$ cat config.mk
export PLATFORM = sky130hd
export DESIGN_NAME = alu_op_sequencer
export DESIGN_NICKNAME = d
export VERILOG_FILES = /design/src/rtl/alu_seq_pkg.sv /design/src/rtl/alu_sel_decode.sv /design/src/rtl/alu_op_sequencer.sv
export SDC_FILE = /design/constraint.sdc
export NUM_CORES = 1
export LEC_CHECK = 0
export CORE_UTILIZATION = 44
export DETAILED_ROUTE_END_ITERATION = 6
export PLACE_DENSITY = 0.89
export SLEW_MARGIN = 10
export SYNTH_ARGS = -nofsm -noshare
export SYNTH_HDL_FRONTEND = slang
export SYNTH_SLANG_ARGS = --single-unit
$ cat constraint.sdc
create_clock -name clk -period 13.1 [get_ports clk]
set_clock_uncertainty 0.2 [all_clocks]
set_input_delay 1.31 -clock clk [delete_from_list [all_inputs] [get_ports clk]]
set_output_delay 1.31 -clock clk [all_outputs]
set_load 0.005 [all_outputs]
$ cat src/rtl/alu_seq_pkg.sv
// Shared types for the ALU op sequencer: op codes, ALU select codes, FSM states
// and the decoded-instruction record produced by alu_sel_decode.
// Combinational definitions only; no latency, no flow control.
package alu_seq_pkg;

    // Decoded instruction op codes; 4'd9..4'd15 are illegal.
    typedef enum logic [3:0] {
        OP_ADD  = 4'd0,
        OP_LW   = 4'd1,
        OP_SW   = 4'd2,
        OP_NOR  = 4'd3,
        OP_NORI = 4'd4,
        OP_NOT  = 4'd5,
        OP_BLEU = 4'd6,
        OP_ROLV = 4'd7,
        OP_RORV = 4'd8
    } op_e;

    // ALU select codes as understood by the ALU block.
    localparam logic [4:0] ALU_SEL_ADD  = 5'b10000;
    localparam logic [4:0] ALU_SEL_LW   = 5'b10001;
    localparam logic [4:0] ALU_SEL_SW   = 5'b10101;
    localparam logic [4:0] ALU_SEL_NOR  = 5'b10011;
    localparam logic [4:0] ALU_SEL_NORI = 5'b00111;
    localparam logic [4:0] ALU_SEL_NOT  = 5'b00010;
    localparam logic [4:0] ALU_SEL_BLEU = 5'b01000;
    localparam logic [4:0] ALU_SEL_ROLV = 5'b00000;
    localparam logic [4:0] ALU_SEL_RORV = 5'b00001;

    typedef enum logic [1:0] {
        ST_IDLE = 2'd0,
        ST_EXEC = 2'd1,
        ST_MEM  = 2'd2,
        ST_RESP = 2'd3
    } state_e;

    // Source of ALU operand 2.
    typedef enum logic [1:0] {
        I2_RT   = 2'd0,
        I2_SEXT = 2'd1,
        I2_ZEXT = 2'd2
    } i2_src_e;

    typedef struct packed {
        logic [4:0] sel;
        i2_src_e    i2_src;
        logic       i1_zero;   // operand 1 forced to zero (NOT)
        logic       is_mem;    // LW or SW: needs a memory phase
        logic       is_store;  // SW
        logic       illegal;   // op code outside op_e
    } dec_t;

endpackage

$ cat src/rtl/alu_sel_decode.sv
// Maps an op code to the ALU select code, operand routing and memory flags.
// Latency: purely combinational.
// Backpressure: none; evaluated whenever the sequencer samples it.
// Ports: op (raw 4-bit op code in) -> dec (decoded record out).
module alu_sel_decode
    import alu_seq_pkg::*;
(
    input  logic [3:0] op,
    output dec_t       dec
);

    always_comb begin
        dec          = '0;
        dec.i2_src   = I2_RT;
        case (op)
            OP_ADD:  dec.sel = ALU_SEL_ADD;
            OP_LW: begin
                dec.sel    = ALU_SEL_LW;
                dec.i2_src = I2_SEXT;
                dec.is_mem = 1'b1;
            end
            OP_SW: begin
                dec.sel      = ALU_SEL_SW;
                dec.i2_src   = I2_SEXT;
                dec.is_mem   = 1'b1;
                dec.is_store = 1'b1;
            end
            OP_NOR:  dec.sel = ALU_SEL_NOR;
            OP_NORI: begin
                dec.sel    = ALU_SEL_NORI;
                dec.i2_src = I2_ZEXT;
            end
            OP_NOT: begin
                dec.sel     = ALU_SEL_NOT;
                dec.i1_zero = 1'b1;
            end
            OP_BLEU: dec.sel = ALU_SEL_BLEU;
            OP_ROLV: dec.sel = ALU_SEL_ROLV;
            OP_RORV: dec.sel = ALU_SEL_RORV;
            default: dec.illegal = 1'b1;
        endcase
    end

endmodule

$ cat src/rtl/alu_op_sequencer.sv
// Multicycle initiator: issues one decoded instruction to the ALU, runs the LW/SW memory phase, returns a response.
// Latency: accept cycle T -> rsp_valid at T+2 (ALU ops), one cycle after mem_ack (LW/SW), T+1 for illegal ops.
// Backpressure: req_ready only in IDLE (no overlap); response held stable until rsp_ready.
// Ports: req_* (instruction in, valid/ready), alu_* (ALU select/operands out, result in),
//        mem_* (single outstanding memory request, 1-cycle ack), rsp_* (response out, valid/ready).
// Build option: define ALU_SEQ_TIMEOUT_EN to abort the memory phase after TIMEOUT_CYCLES ack-less cycles.
module alu_op_sequencer
    import alu_seq_pkg::*;
#(
    parameter int IMM_W          = 16,
    parameter int TIMEOUT_CYCLES = 64
) (
    input  logic             clk,
    input  logic             reset,
    input  logic             req_valid,
    output logic             req_ready,
    input  logic [3:0]       req_op,
    input  logic [31:0]      req_rs,
    input  logic [31:0]      req_rt,
    input  logic [IMM_W-1:0] req_imm,
    output logic [4:0]       alu_sel,
    output logic [31:0]      alu_i1,
    output logic [31:0]      alu_i2,
    input  logic [31:0]      alu_o,
    output logic             mem_req,
    output logic             mem_we,
    output logic [31:0]      mem_addr,
    output logic [31:0]      mem_wdata,
    input  logic             mem_ack,
    input  logic [31:0]      mem_rdata,
    output logic             rsp_valid,
    input  logic             rsp_ready,
    output logic [31:0]      rsp_result,
    output logic             rsp_taken,
    output logic             rsp_err
);

    state_e      state_q, state_d;
    dec_t        dec;

    logic [4:0]  sel_q;
    logic [31:0] i1_q, i2_q, rt_q, res_q;
    logic        is_mem_q, is_store_q, is_bleu_q;
    logic        taken_q, err_q;

    logic [31:0] imm_sext, imm_zext, i2_nxt;
    logic        accept, tmo_expire;

    alu_sel_decode u_dec (
        .op  (req_op),
        .dec (dec)
    );

    assign imm_sext = {{(32-IMM_W){req_imm[IMM_W-1]}}, req_imm};
    assign imm_zext = {{(32-IMM_W){1'b0}}, req_imm};
    assign accept   = (state_q == ST_IDLE) && req_valid;

    always_comb begin
        i2_nxt = req_rt;
        case (dec.i2_src)
            I2_SEXT: i2_nxt = imm_sext;
            I2_ZEXT: i2_nxt = imm_zext;
            default: i2_nxt = req_rt;
        endcase
    end

`ifdef ALU_SEQ_TIMEOUT_EN
    localparam int TMO_W = $clog2(TIMEOUT_CYCLES + 1);
    logic [TMO_W-1:0] tmo_cnt;

    // Counts ack-less MEM cycles; EXEC always precedes MEM, so clearing there
    // gives a fresh count on every MEM entry.
    always_ff @(posedge clk or posedge reset) begin
        if (reset) begin
            tmo_cnt <= '0;
        end else if (state_q == ST_EXEC) begin
            tmo_cnt <= '0;
        end else if (state_q == ST_MEM && !mem_ack) begin
            tmo_cnt <= tmo_cnt + TMO_W'(1);
        end
    end

    // A same-cycle ack takes priority over expiry.
    assign tmo_expire = (state_q == ST_MEM) && !mem_ack &&
                        (tmo_cnt == TMO_W'(TIMEOUT_CYCLES));
`else
    // Without the timeout the memory phase waits for mem_ack indefinitely.
    logic tmo_unused;
    assign tmo_unused = (TIMEOUT_CYCLES == 0);
    assign tmo_expire = 1'b0;
`endif

    // State register.
    always_ff @(posedge clk or posedge reset) begin
        if (reset) state_q <= ST_IDLE;
        else       state_q <= state_d;
    end

    // Next state and state-decoded outputs.
    always_comb begin
        state_d   = state_q;
        req_ready = 1'b0;
        rsp_valid = 1'b0;
        mem_req   = 1'b0;
        mem_we    = 1'b0;
        mem_addr  = '0;
        mem_wdata = '0;
        case (state_q)
            ST_IDLE: begin
                req_ready = 1'b1;
                if (req_valid) state_d = dec.illegal ? ST_RESP : ST_EXEC;
            end
            ST_EXEC: begin
                state_d = is_mem_q ? ST_MEM : ST_RESP;
            end
            ST_MEM: begin
                mem_req   = 1'b1;
                mem_we    = is_store_q;
                mem_addr  = res_q;
                mem_wdata = rt_q;
                if (mem_ack || tmo_expire) state_d = ST_RESP;
            end
            ST_RESP: begin
                rsp_valid = 1'b1;
                if (rsp_ready) state_d = ST_IDLE;
            end
            default: state_d = ST_IDLE;
        endcase
    end

    // Datapath registers. ALU operands are loaded at accept so they are
    // registered and stable for the whole EXEC cycle, and simply hold after.
    always_ff @(posedge clk or posedge reset) begin
        if (reset) begin
            sel_q      <= '0;
            i1_q       <= '0;
            i2_q       <= '0;
            rt_q       <= '0;
            res_q      <= '0;
            is_mem_q   <= 1'b0;
            is_store_q <= 1'b0;
            is_bleu_q  <= 1'b0;
            taken_q    <= 1'b0;
            err_q      <= 1'b0;
        end else begin
            case (state_q)
                ST_IDLE: begin
                    if (accept) begin
                        err_q   <= dec.illegal;
                        taken_q <= 1'b0;
                        if (dec.illegal) begin
                            // No ALU issue: operands and select keep old values.
                            res_q <= '0;
                        end else begin
                            sel_q      <= dec.sel;
                            i1_q       <= dec.i1_zero ? 32'd0 : req_rs;
                            i2_q       <= i2_nxt;
                            rt_q       <= req_rt;
                            is_mem_q   <= dec.is_mem;
                            is_store_q <= dec.is_store;
                            is_bleu_q  <= (req_op == OP_BLEU);
                        end
                    end
                end
                ST_EXEC: begin
                    res_q   <= alu_o;
                    // alu_o = rs - rt for BLEU: negative or zero means rs <= rt.
                    taken_q <= is_bleu_q && (alu_o[31] || (alu_o == 32'd0));
                end
                ST_MEM: begin
                    if (mem_ack) begin
                        // SW keeps the address as its result.
                        if (!is_store_q) res_q <= mem_rdata;
                    end else if (tmo_expire) begin
                        res_q <= '0;
                        err_q <= 1'b1;
                    end
                end
                default: ;
            endcase
        end
    end

    assign alu_sel    = sel_q;
    assign alu_i1     = i1_q;
    assign alu_i2     = i2_q;
    assign rsp_result = res_q;
    assign rsp_taken  = taken_q;
    assign rsp_err    = err_q;

endmodule

== Word level (Yosys, flattened, before mapping) ==
Index checks and enable logic that the tools add are counted.

* Bits of input ports: 153
* Flip-flop bits (word level): 140
* Output and inout bits: 171

* Equality and inequality tests: 19
* Reduce and logical (&&, ||, !) cells: 15
* Muxes and demuxes: 27

{| class="wikitable"
|+ Operators with widths
! operator !! number
|-
| 32-bit two-way mux || 7
|-
| 32-bit one-hot mux with 3 select lines || 1
|-
| 32-bit one-hot mux with 2 select lines || 1
|-
| 5-bit one-hot mux with 8 select lines || 1
|-
| 32-bit logical NOT || 1
|-
| 4-bit by 3-bit == test with 1-bit output, second input constant || 4
|-
| 2-bit inequality test, second input constant || 6
|-
| 1-bit two-way mux || 10
|-
| 9-bit OR reduction || 1
|-
| 4-bit by 2-bit == test with 1-bit output, second input constant || 2
|-
| 2-bit two-way mux || 4
|-
| 2-bit one-hot mux with 4 select lines || 1
|-
| 2-bit == test, second input constant || 3
|-
| 3-bit AND reduction || 2
|-
| 5-bit AND reduction || 1
|-
| 2-bit by 1-bit == test with 1-bit output, second input constant || 2
|-
| 4-bit by 1-bit == test with 1-bit output, second input constant || 1
|-
| 4-bit == test, second input constant || 1
|-
| 4-bit logical NOT || 1
|-
| 2-bit one-hot mux with 2 select lines || 1
|-
| 2-bit AND reduction || 2
|-
| 3-bit nonzero test || 1
|-
| 1-bit logical AND || 2
|-
| 2-bit logical NOT || 1
|-
| 4 further kinds || 4
|}

== Depth between registers and ports, before layout ==
Gate-level depths: netlist (run 1).

* Depth after elaboration: 5
* Depth in mapped cells: 11
* Gate-level depth less buffers: 8

== Modules after synthesis ==
Synthesis (run 1) repeated with hierarchy kept, for this count alone.

* Cell total of the unflattened synthesis: 790
* Area, all modules: 7059.3 µm²

{| class="wikitable"
|+ Modules (own cells, without submodules)
! module !! cells each !! area each (µm²) !! times used !! sequential area each (µm²)
|-
| alu_op_sequencer || 767 || 6907.9 || 1 || 3503.4
|-
| alu_sel_decode || 23 || 151.4 || 1 || 0.0
|}

== Worst setup path after synthesis (run 1) ==
Ideal clock, no wire load.

* Path kind: in2reg
* Start: input req_op[2]
* End: register i2_q[31] (netlist: alu_i2[31])
* Arrival: 2.987 ns
* Required time: 12.817 ns
* Cell stages on the path: 11
* Setup slack: 9.830 ns
* Cell sequence: buf_2 nor2_1 o21ai_0 inv_1 ha_1 clkbuf_1 and3b_1 clkbuf_1 buf_2 a21oi_1 o21ai_0

* Word-level cells in the longest chain between the ends: 5

{| class="wikitable"
|+ Ends and longest elaborated chain
! what !! line !! RTL
|-
| start, declared || alu_op_sequencer.sv:17 || <nowiki>input logic [3:0] req_op,</nowiki>
|-
| 4-bit by 1-bit == test with 1-bit output or 4-bit by 2-bit == test with 1-bit output (tied branches) || alu_sel_decode.sv:15 || <nowiki>case (op)</nowiki>
|-
| 2-bit OR reduction (no line) || n/a ||
|-
| 2-bit one-hot mux with 2 select lines || alu_sel_decode.sv:15 ||
|-
| 2-bit == test or 2-bit by 1-bit == test with 1-bit output (tied branches) || alu_op_sequencer.sv:60 || <nowiki>case (dec.i2_src)</nowiki>
|-
| 32-bit one-hot mux with 2 select lines || alu_op_sequencer.sv:60 ||
|-
| end signal, assigned || alu_op_sequencer.sv:157 || <nowiki>i2_q <= i2_nxt;</nowiki>
|-
| end, declared || alu_op_sequencer.sv:42 || <nowiki>logic [31:0] i1_q, i2_q, rt_q, res_q;</nowiki>
|}

Several ways; a longest one is shown, not always the timed one.
A chain may end at the register's enable or synchronous reset.

== Worst setup path after layout (run 1) ==
* Start: register state_q[0]
* End: output mem_addr[6]

* Word-level cells in the longest chain between the ends: 2

{| class="wikitable"
|+ Ends and longest elaborated chain
! what !! line !! RTL
|-
| start, declared || alu_op_sequencer.sv:38 || <nowiki>state_e state_q, state_d;</nowiki>
|-
| start signal, assigned || alu_op_sequencer.sv:96 || <nowiki>else state_q <= state_d;</nowiki>
|-
| 2-bit == test || alu_op_sequencer.sv:108 || <nowiki>case (state_q)</nowiki>
|-
| 32-bit two-way mux || alu_op_sequencer.sv:108 ||
|-
| end, declared || alu_op_sequencer.sv:27 || <nowiki>output logic [31:0] mem_addr,</nowiki>
|}

Every way passes these cells.

==> summary.md, run 1 <==
| Metric | Value |
|---|---|
| Outcome | `finished, violations left` |
| Failing checks | `DRC` |
| Vias in the first global route | `6,243` |
| Yosys top cell by area | `dfrtp_1` |
| RSZ-0062 raised after global routing | `no` |
| Residual DRC | `23` |
| Compound-gate portion of the synthesized area | `10.2%` |
| Post-Synth Adder-Cell Area | `1.12%` |
| Sequential fraction of the synthesis area | `52.4%` |
| Clk buf depth | `2` |
| Post-route ant nets | `0` |
| Pint | `1.40 mW` |
| Setup crit end kind | `primary output` |
| Die area | `0.0157 sq mm` |
| Switching Share | `33.4%` |
| Setup violators final | `0` |
| Clock network fraction of design power | `20.8%` |
| Clk Latency, worst-skew pair | `0.41 ns` |
| Initial antenna violation count | `3` |
| Simple-gate area share of the yosys netlist | `26.4%` |
| Synth Register Bits | `140` |
| Iteration-0 DRC Markers | `425` |
| Core area | `0.0147 sq mm` |
| Netlist cell types | `34` |
| Worst-path fanout max | `51` |
| TritonRoute pass-1 iters | `7` |
| TritonCTS Buffers | `17` |
| Main combinational cell family by area after synthesis | `simple AND/OR/NAND/NOR gates` |
| H-tree levels | `4` |
| Power density over the cells | `200 mW/mm^2` |
| Worst Hold Class | `flop to flop` |
| Syn nets | `883` |
| Share of cells above drive strength 1 | `4.08%` |
| Worst vdd ir | `0.113 mV` |
| Slew headroom | `17.3%` |
| Area Growth Syn to Fin | `57.3%` |
| Pin count of the biggest net entering global routing | `83` |
| Hold Path Cell Cnt | `2` |
| Post-Syn Area | `0.00669 sq mm` |
| Placed cell count | `1,181` |
| Slowest stage cell, crit path | `ha_2` |
| Die width | `125 microns` |
| Tot GR Track Use | `27.8%` |
| GPL Wtd Cong | `0.849` |
| Synth Instances | `724` |
| WS Path Type | `flop to primary output` |
| Post-synthesis mux area share | `5.56%` |
| Root Driver | `clkbuf_16` |
| Initial core utilization | `45.5%` |
| Final hold violation count | `0` |
| Worst-path clk slew | `0.06 ns` |
| Max-capacitance violation count | `0` |
| Most numerous cell in the Yosys netlist | `nand2_1` |
| Post-cts hold buffer count | `0` |
| Worst R2R Path Depth | `5` |
| Die Y | `125 microns` |
| Synth top area share | `52.4%` |
| Max-slew violations | `0` |
| Synth top cells by count | `nand2_1, dfrtp_1, and2_1` |
| Setup tns final | `0 ns` |
| Global route total overflow | `0` |
| Nets | `1,175` |
| Total power | `2.10 mW` |
| CTS Sinks | `140` |
| Worst Path Required | `11.59 ns` |
| WP data arrival | `2.95 ns` |
| CTS tree | `done` |
| CP cell instances | `inv_1 -> ha_2 -> buf_4 -> and2_1 -> clkdlybuf4s50_1` |
| YS warnings | `0` |
| Seq pwr share | `33.9%` |
| Non-Filler Instances | `1,216` |
| # IOs | `324` |
| Routed WL per cell | `17.7 microns` |
| Via count | `6,343` |
| Hpwl dp | `15.6 mm` |
| Synth area leaders | `dfrtp_1, nand2_1, and2_1, mux2_1, a22oi_1` |
| # rows | `44` |
| Pleak | `4.69 nW` |
| Post-synth EDFFs | `0` |
| Async SR Flop Fraction | `100%` |
| Nature of the critical path startpoint | `flop` |
| Final Critical Period | `4.46 ns` |
| Syn Area/Cell | `9.24 sq um` |
| Post-Synth XOR/XNOR Area | `0.262%` |
| Maximum clock frequency | `224 MHz` |
| Max incr delay on CP | `0.76 ns` |
| First-pass GRT wire length | `33.6 mm` |
| IO Port Bufs | `323` |
| Worst slew pin tran | `1.24 ns` |
| Crit share post-route | `34.0%` |
| Total wire length | `21.6 mm` |
| Main synth FF type | `dfrtp_1` |
| Combinational share of power | `45.3%` |
| Net switching power | `0.702 mW` |
| Vias per cell | `5.22` |
| Gates resized, CTS repair | `0` |
| Post-CTS Setup Bufs | `0` |
| Fillers | `1,117` |
[per-stage QoR]
stage	instance area (sq um)	hold WS [ns]	utilization, %	setup slack [ns]
floorplan	6690	0.237	-	7.84
global placement	9970	0.249	67.8	8.58
detailed placement	9970	0.254	67.8	8.43
CTS	10500	0.267	71.5	8.63
global route	10500	0.285	71.6	8.47
finish	10500	0.261	71.6	8.64
[state kept, by name, indices dropped and copies added, names as in the netlist]
| register | count |
|---|---|
| alu_i1 | 32 |
| alu_i2 | 32 |
| alu_sel | 5 |
| is_bleu_q | 1 |
| is_mem_q | 1 |
| is_store_q | 1 |
| rsp_err | 1 |
| rsp_result | 32 |
| rsp_taken | 1 |
| rt_q | 32 |
| state_q | 2 |
[metal layers]
metal	wire length [microns]	vias to the layer above	global-route usage [%]	share of wire, %
met1	7910	3029	30.3	37
met5	0	-	0	0
met3	1780	48	8.34	8.2
li1	-	2995	-	-
met2	11100	271	48.9	52
met4	762	0	14.4	3.5
[power groups by stage]
stage          clock network (mW)  registers, mW  logic [mW]
6_report                    0.438          0.712       0.954
5_1_grt                     0.463          0.733        1.04
4_1_cts                     0.445          0.712       0.964
3_5_place_dp                    0          0.716       0.959
3_3_place_gp                    0          0.709       0.934
2_1_floorplan                   0          0.710       0.450
[critical path: cells and delay by family (launching register included)]
kind	cells	cell delay (ns)
buf+inv	3	1.13
fa+ha+maj	1	0.76
flops	1	0.42
simple gates	1	0.21
[kinds of logic after synthesis]
family	count (synthesis)
and+or+nand+nor	379
xor gates and xnor gates	2
DFF	140
adders and majority gates	6
AOI/OAI and AO/OA	100
buffers and inverters	64
muxes	33
[cells in the final DEF (no fill, tap or decap), drive strengths merged, types with 6 or more instances in the layout]
cell / instances
inv: 9
clkbuf: 26
nand2: 192
a22oi: 32
clkdlybuf4s50: 323
nor2: 39
mux2: 33
nand3: 34
a221oi: 16
nor2b: 35
o21ai: 25
dfrtp: 140
and2: 65
nor4: 8
a21oi: 18
ha: 6
[path summary, 6_finish.rpt]
path | startpoint | endpoint | slack, ns
setup reg to reg | state_q[0]$_DFFE_PP0P_ | rsp_result[27]$_DFFE_PP0P_ | 10.04
setup / recovery | state_q[0]$_DFFE_PP0P_ | mem_addr[6] | 8.64
max in group asynchronous | reset | alu_sel[2]$_DFFE_PP0P_ | 10.15
hold / removal | alu_i1[31]$_DFFE_PP0P_ | alu_i1[31]$_DFFE_PP0P_ | 0.26
min in group asynchronous | reset | alu_i1[19]$_DFFE_PP0P_ | 1.14
hold reg to reg | alu_i1[31]$_DFFE_PP0P_ | alu_i1[31]$_DFFE_PP0P_ | 0.26
[cell type report]
| class | instances | area (sq um) | area share [%] |
|---|---|---|---|
| sequential | 140 | 3500 | 33.3 |
| timing repair buffer | 328 | 3270 | 31.1 |
| multi-input combinational | 520 | 2920 | 27.8 |
| clock buffer | 26 | 509 | 4.84 |
| tap | 184 | 230 | 2.19 |
| inverter | 9 | 38.8 | 0.369 |
| clock inverter | 6 | 35.0 | 0.333 |
| antenna | 3 | 7.51 | 0.0714 |
Note: power is estimated with default switching activity, not from simulation.
==> run 2: changes to the inputs <==
--- a/config.mk
+++ b/config.mk
@@ -5,9 +5,9 @@
 export SDC_FILE = /design/constraint.sdc
 export NUM_CORES = 1
 export LEC_CHECK = 0
-export CORE_UTILIZATION = 44
+export CORE_UTILIZATION = 41
 export DETAILED_ROUTE_END_ITERATION = 6
-export PLACE_DENSITY = 0.89
+export PLACE_DENSITY = 0.84
 export SLEW_MARGIN = 10
 export SYNTH_ARGS = -nofsm -noshare
 export SYNTH_HDL_FRONTEND = slang
==> constraint.sdc (replaced) <==
create_clock -name clk -period 4.3 [get_ports clk]
set_clock_uncertainty 0.2 [all_clocks]
set_input_delay 0.43 -clock clk [delete_from_list [all_inputs] [get_ports clk]]
set_output_delay 0.43 -clock clk [all_outputs]
set_load 0.005 [all_outputs]
==> summary.md, run 2 (synthesis gave the netlist of run 1 again) <==
| Metric | Value |
|---|---|
| Outcome | `finished, final reports clean` |
| Vias in the first global route | `6,281` |
| Pre-CTS setup slack | `0.847 ns` |
| Crit share post-route | `75.9%` |
| GPL Wtd Cong | `0.813` |
| Top Usage Layer GRT | `met2` |
| Iteration-0 DRC Markers | `276` |
| Area Growth Syn to Fin | `59.2%` |
| Worst R2R Path Depth | `5` |
| Maximum clock frequency | `306 MHz` |
| Nets | `1,176` |
| Worst slew pin tran | `1.25 ns` |
| Power density over the cells | `618 mW/mm^2` |
| WP data arrival | `2.63 ns` |
| Share of cells above drive strength 1 | `4.37%` |
| Global route total overflow | `0` |
| Die area | `0.0168 sq mm` |
| Gates resized, CTS repair | `0` |
| Root Driver | `clkbuf_16` |
| Routed WL per cell | `17.9 microns` |
| Post-cts hold buffer count | `0` |
| Pin count of the biggest net entering global routing | `141` |
| Core area | `0.0159 sq mm` |
| Via count | `6,330` |
| Worst-path fanout max | `65` |
| TritonCTS Buffers | `17` |
| Met2 Use GR | `46.7%` |
| Crit path from | `state_q[0]$_DFFE_PP0P_` |
| Vias per cell | `5.08` |
| Initial core utilization | `42.1%` |
| Post-CTS Setup Bufs | `0` |
| Worst Path Required | `3.67 ns` |
| Register-to-register setup slack | `1.23 ns` |
| Worst Hold Class | `flop to flop` |
| # IOs | `324` |
| Clk buf depth | `2` |
| Final worst slack | `1.04 ns` |
| Fillers | `1,303` |
| Initial antenna violation count | `1` |
| Residual DRC | `0` |
| Max-capacitance violation count | `0` |
| Pleak | `4.71 nW` |
| WS Path Type | `flop to primary output` |
| Most frequent cells in the layout | `clkdlybuf4s50_1, nand2_1, dfrtp_1, and2_1, nor2_1` |
| Setup crit end kind | `primary output` |
| Post-route ant nets | `0` |
| Met1 Resource Use GR | `29.3%` |
| Hpwl dp | `15.8 mm` |
| IO Port Bufs | `323` |
| Met3 usage | `9.14%` |
| Die width | `130 microns` |
| Antenna cells | `0` |
| RSZ-0062 raised after global routing | `no` |
| # rows | `46` |
| Setup tns final | `0 ns` |
| Final hold violation count | `0` |
| Total wire length | `22.3 mm` |
| Final Critical Period | `3.26 ns` |
| Setup violators final | `0` |
| Worst vdd ir | `0.322 mV` |
| RR Endpoint | `rsp_result[20]$_DFFE_PP0P_` |
| Die Y | `130 microns` |
| Tot GR Track Use | `26.6%` |
| H-tree levels | `4` |
| Worst-path clk slew | `0.06 ns` |
| First-pass GRT wire length | `33.6 mm` |
| Worst setup endpoint | `mem_addr[31]` |
| Launch point of the worst reg-to-reg path | `state_q[0]$_DFFE_PP0P_` |
| CTS Sinks | `140` |
| TritonRoute pass-1 iters | `4` |
| Clk Latency, worst-skew pair | `0.41 ns` |
| Worst hold start | `alu_i1[9]$_DFFE_PP0P_` |
| Nature of the critical path startpoint | `flop` |
| Most common cell after layout, fill and taps aside | `clkdlybuf4s50_1` |
| CTS tree | `done` |
| Slew headroom | `16.7%` |
| Max-slew violations | `0` |
run 2: changes by cell type in the layout (fill, tap and decap cells not counted), sizes merged:
| cell | delta |
|---|---|
| buf | +1 |
| bufinv | +2 |
| clkbuf | -3 |
| clkinvlp | +1 |
| diode | -3 |
run 2: critical path: stages (launching register included):
cell and delay [ns]:
dfrtp_1 0.43, inv_1 0.10, ha_2 0.63, buf_12 0.33, and2_1 0.19, clkdlybuf4s50_1 0.52
run 2: report_power, final:
group,switching [mW],internal (mW)
Combinational,1.33,1.62
Sequential,0.309,1.86
Clock,0.558,0.902
Total,2.20,4.38
run 2: layout make-up:
cell class	instances	area, sq um	share of cell area, %
sequential	140	3500	32.9
tap	216	270	2.54
multi-input combinational	520	2930	27.5
clock buffer	23	478	4.49
inverter	9	37.5	0.353
clock inverter	9	111	1.05
timing repair buffer	329	3320	31.2
run 2: worst min-delay path by stage:
| stage | to | slack [ns] | cells past startpoint |
|---|---|---|---|
| after detailed placement | rt_q[22]$_DFFE_PP0P_ | 0.25 | 2 |
| after global placement | alu_i1[18]$_DFFE_PP0P_ | 0.25 | 2 |
| final | alu_i1[9]$_DFFE_PP0P_ | 0.26 | 2 |
| after floorplan | rt_q[0]$_DFFE_PP0P_ | 0.24 | 2 |
| after CTS | alu_i1[28]$_DFFE_PP0P_ | 0.27 | 2 |
| after global routing | alu_i1[18]$_DFFE_PP0P_ | 0.28 | 2 |
run 2: per-layer routing:
| metal | share of wire [%] | up-vias |
|---|---|---|
| met5 | 0.081 | - |
| met4 | 2.8 | 2 |
| met3 | 9.5 | 36 |
| met2 | 51 | 248 |
| met1 | 37 | 3035 |
| li1 | - | 3009 |
run 2: stage by stage:
| stage | instances | utilization, % | hold slack, ns | cell area [sq um] | total power, mW |
|---|---|---|---|---|---|
| global placement | 1214 | 63.3 | 0.249 | 10100 | 5.06 |
| floorplan | 724 | - | 0.237 | 6690 | 3.53 |
| finish | 1246 | 67.0 | 0.263 | 10600 | 6.58 |
| global route | 1246 | 67.0 | 0.280 | 10600 | 7.02 |
| CTS | 1246 | 67.0 | 0.267 | 10600 | 6.64 |
| detailed placement | 1214 | 63.3 | 0.254 | 10100 | 5.14 |
==> run 3: changes to the inputs <==
==> constraint.sdc (replaced) <==
create_clock -name clk -period 3.1 [get_ports clk]
set_clock_uncertainty 0.2 [all_clocks]
set_input_delay 0.31 -clock clk [delete_from_list [all_inputs] [get_ports clk]]
set_output_delay 0.31 -clock clk [all_outputs]
set_load 0.005 [all_outputs]
==> summary.md, run 3 (synthesis gave the netlist of run 1 again) <==
| Metric | Value |
|---|---|
| Maximum clock frequency | `350 MHz` |
| Vias per cell | `5.03` |
| Die width | `130 microns` |
| Iteration-0 DRC Markers | `311` |
| Area Growth Syn to Fin | `61.0%` |
| Nature of the critical path startpoint | `primary input` |
| Worst slew pin tran | `1.17 ns` |
| Met2 Use GR | `45.4%` |
| Max-slew violations | `0` |
| Post-cts hold buffer count | `0` |
| Max-capacitance violation count | `0` |
| Top Usage Layer GRT | `met2` |
| CTS Sinks | `140` |
| Slowest stage cell, crit path | `nor2_1` |
| Core area | `0.0159 sq mm` |
| WS Path Type | `primary input to flop` |
| WP data arrival | `2.99 ns` |
| Crit share post-route | `92.1%` |
| Util after Layout | `67.8%` |
| Worst-path fanout max | `16` |
| H-tree levels | `4` |
| Seq pwr share | `33.2%` |
| GPL Wtd Cong | `0.799` |
| TritonRoute pass-1 iters | `5` |
| Max incr delay on CP | `0.90 ns` |
| Share of cells above drive strength 1 | `5.84%` |
| Hold_ws | `0.134 ns` |
| Post-route ant nets | `0` |
| Pint | `6.08 mW` |
| Initial core utilization | `42.1%` |
| Die area | `0.0168 sq mm` |
| Final Critical Period | `2.86 ns` |
| Clk Latency, worst-skew pair | `0.41 ns` |
| Net switching power | `3.03 mW` |
| Clock network fraction of design power | `21.9%` |
| Hpwl dp | `16.0 mm` |
| Vias in the first global route | `5,976` |
| Clk buf depth | `2` |
| Global route total overflow | `0` |
| Combinational share of power | `44.9%` |
| Fillers | `1,239` |
| Cell area after layout | `0.0108 sq mm` |
| Area taken by multi-input logic gates | `0.00292 sq mm` |
| Pin count of the biggest net entering global routing | `94` |
| Setup crit end kind | `flop` |
| Post-CTS Setup Bufs | `0` |
| # rows | `46` |
| Worst vdd ir | `0.419 mV` |
| Residual DRC | `0` |
| TritonCTS Buffers | `17` |
| Nets | `1,190` |
| Root Driver | `clkbuf_16` |
| Gates resized, CTS repair | `0` |
| Switching Share | `33.3%` |
| Outcome | `finished, final reports clean` |
| Slew headroom | `21.4%` |
| Worst Path Required | `3.24 ns` |
| Die Y | `130 microns` |
| Routed WL per cell | `17.1 microns` |
| RSZ-0062 raised after global routing | `no` |
| Most common cell after layout, fill and taps aside | `clkdlybuf4s50_1` |
| Pleak | `4.80 nW` |
| Crit path top cell by count | `nor2_1` |
| Via count | `6,344` |
| Most frequent cells in the layout | `clkdlybuf4s50_1, nand2_1, dfrtp_1, and2_1, nor2_1` |
| Power density over the cells | `847 mW/mm^2` |
| Final hold violation count | `0` |
| Antenna cells | `0` |
| First-pass GRT wire length | `32.3 mm` |
| Met3 usage | `9.14%` |
| IO Port Bufs | `323` |
| Total wire length | `21.6 mm` |
| Placed cell areas | `0.0102 sq mm` |
| FF/Latch Area | `0.00350 sq mm` |
| # IOs | `324` |
| Worst-path clk slew | `0.06 ns` |
| Initial antenna violation count | `0` |
| CTS tree | `done` |
| Worst Hold Class | `primary input to asynchronous set/reset pin` |
| CP cell instances | `clkdlybuf4s50_1 -> nor2b_1 -> o21ai_0 -> inv_1 -> ha_1 -> nor2_1 -> a221oi_1 -> nor2_1` |
| Tot GR Track Use | `25.4%` |
| Met1 Resource Use GR | `28.7%` |
| Setup violators final | `0` |
run 3: changes by cell type in the layout (fill, tap and decap cells not counted):
cell,delta
clkinv_2,+3
inv_6,+1
ha_2,-1
ha_1,+1
clkbuf_1,-3
clkinv_4,+1
buf_12,+2
clkbuf_8,-2
buf_4,+12
run 3: worst max-delay path, delay by kind of cell:
kind / cells / cell delay, ns
simple gates: 3 / 1.29
fa+ha+maj: 1 / 0.31
buf+inv: 2 / 0.64
compound gates: 2 / 0.45
run 3: path summary, 6_finish.rpt:
kind | start | endpoint | slack [ns] | depth (start not counted)
hold reg to reg | alu_i1[9]$_DFFE_PP0P_ | alu_i1[9]$_DFFE_PP0P_ | 0.26 | 2
max in group asynchronous | reset | alu_i2[12]$_DFFE_PP0P_ | 1.91 | 3
setup reg to reg | state_q[0]$_DFFE_PP0P_ | alu_i2[1]$_DFFE_PP0P_ | 0.84 | 6
hold / removal | reset | rsp_result[10]$_DFFE_PP0P_ | 0.13 | 2
setup / recovery | req_op[1] | alu_i2[1]$_DFFE_PP0P_ | 0.24 | 8
min in group clk | req_rs[6] | alu_i1[6]$_DFFE_PP0P_ | 0.24 | 3
run 3: stage by stage:
stage	power, mW	setup TNS (ns)	worst slack, ns	instances
finish	9.11	0	0.244	1260
detailed placement	7.17	-0.445	-0.0774	1228
global route	9.71	0	0.0844	1260
CTS	9.20	0	0.287	1260
floorplan	4.90	0	0.830	724
global placement	7.07	0	0.0169	1228
run 3: power groups by stage:
stage	logic, mW	registers, mW	clock network [mW]
finish	4.10	3.02	1.99
floorplan	1.90	3.00	0
CTS	4.14	3.03	2.04
detailed placement	4.12	3.05	0
global route	4.48	3.11	2.12
global placement	4.06	3.01	0
run 3: per-layer routing:
layer  vias to the layer above  wire length [microns]
met2                       249                  11300
met1                      3048                   8120
met4                         0                    213
li1                       3035                      -
met5                         -                      0
met3                        12                   1950
run 3: final cells by class:
cell class	instances	area share (%)
Tap cell	216	2.51
Inverter	9	0.349
Timing Repair Buffer	343	32.0
Clock buffer	18	4.08
Sequential cell	140	32.5
Clock inverter	14	1.34
Multi-Input combinational cell	520	27.2
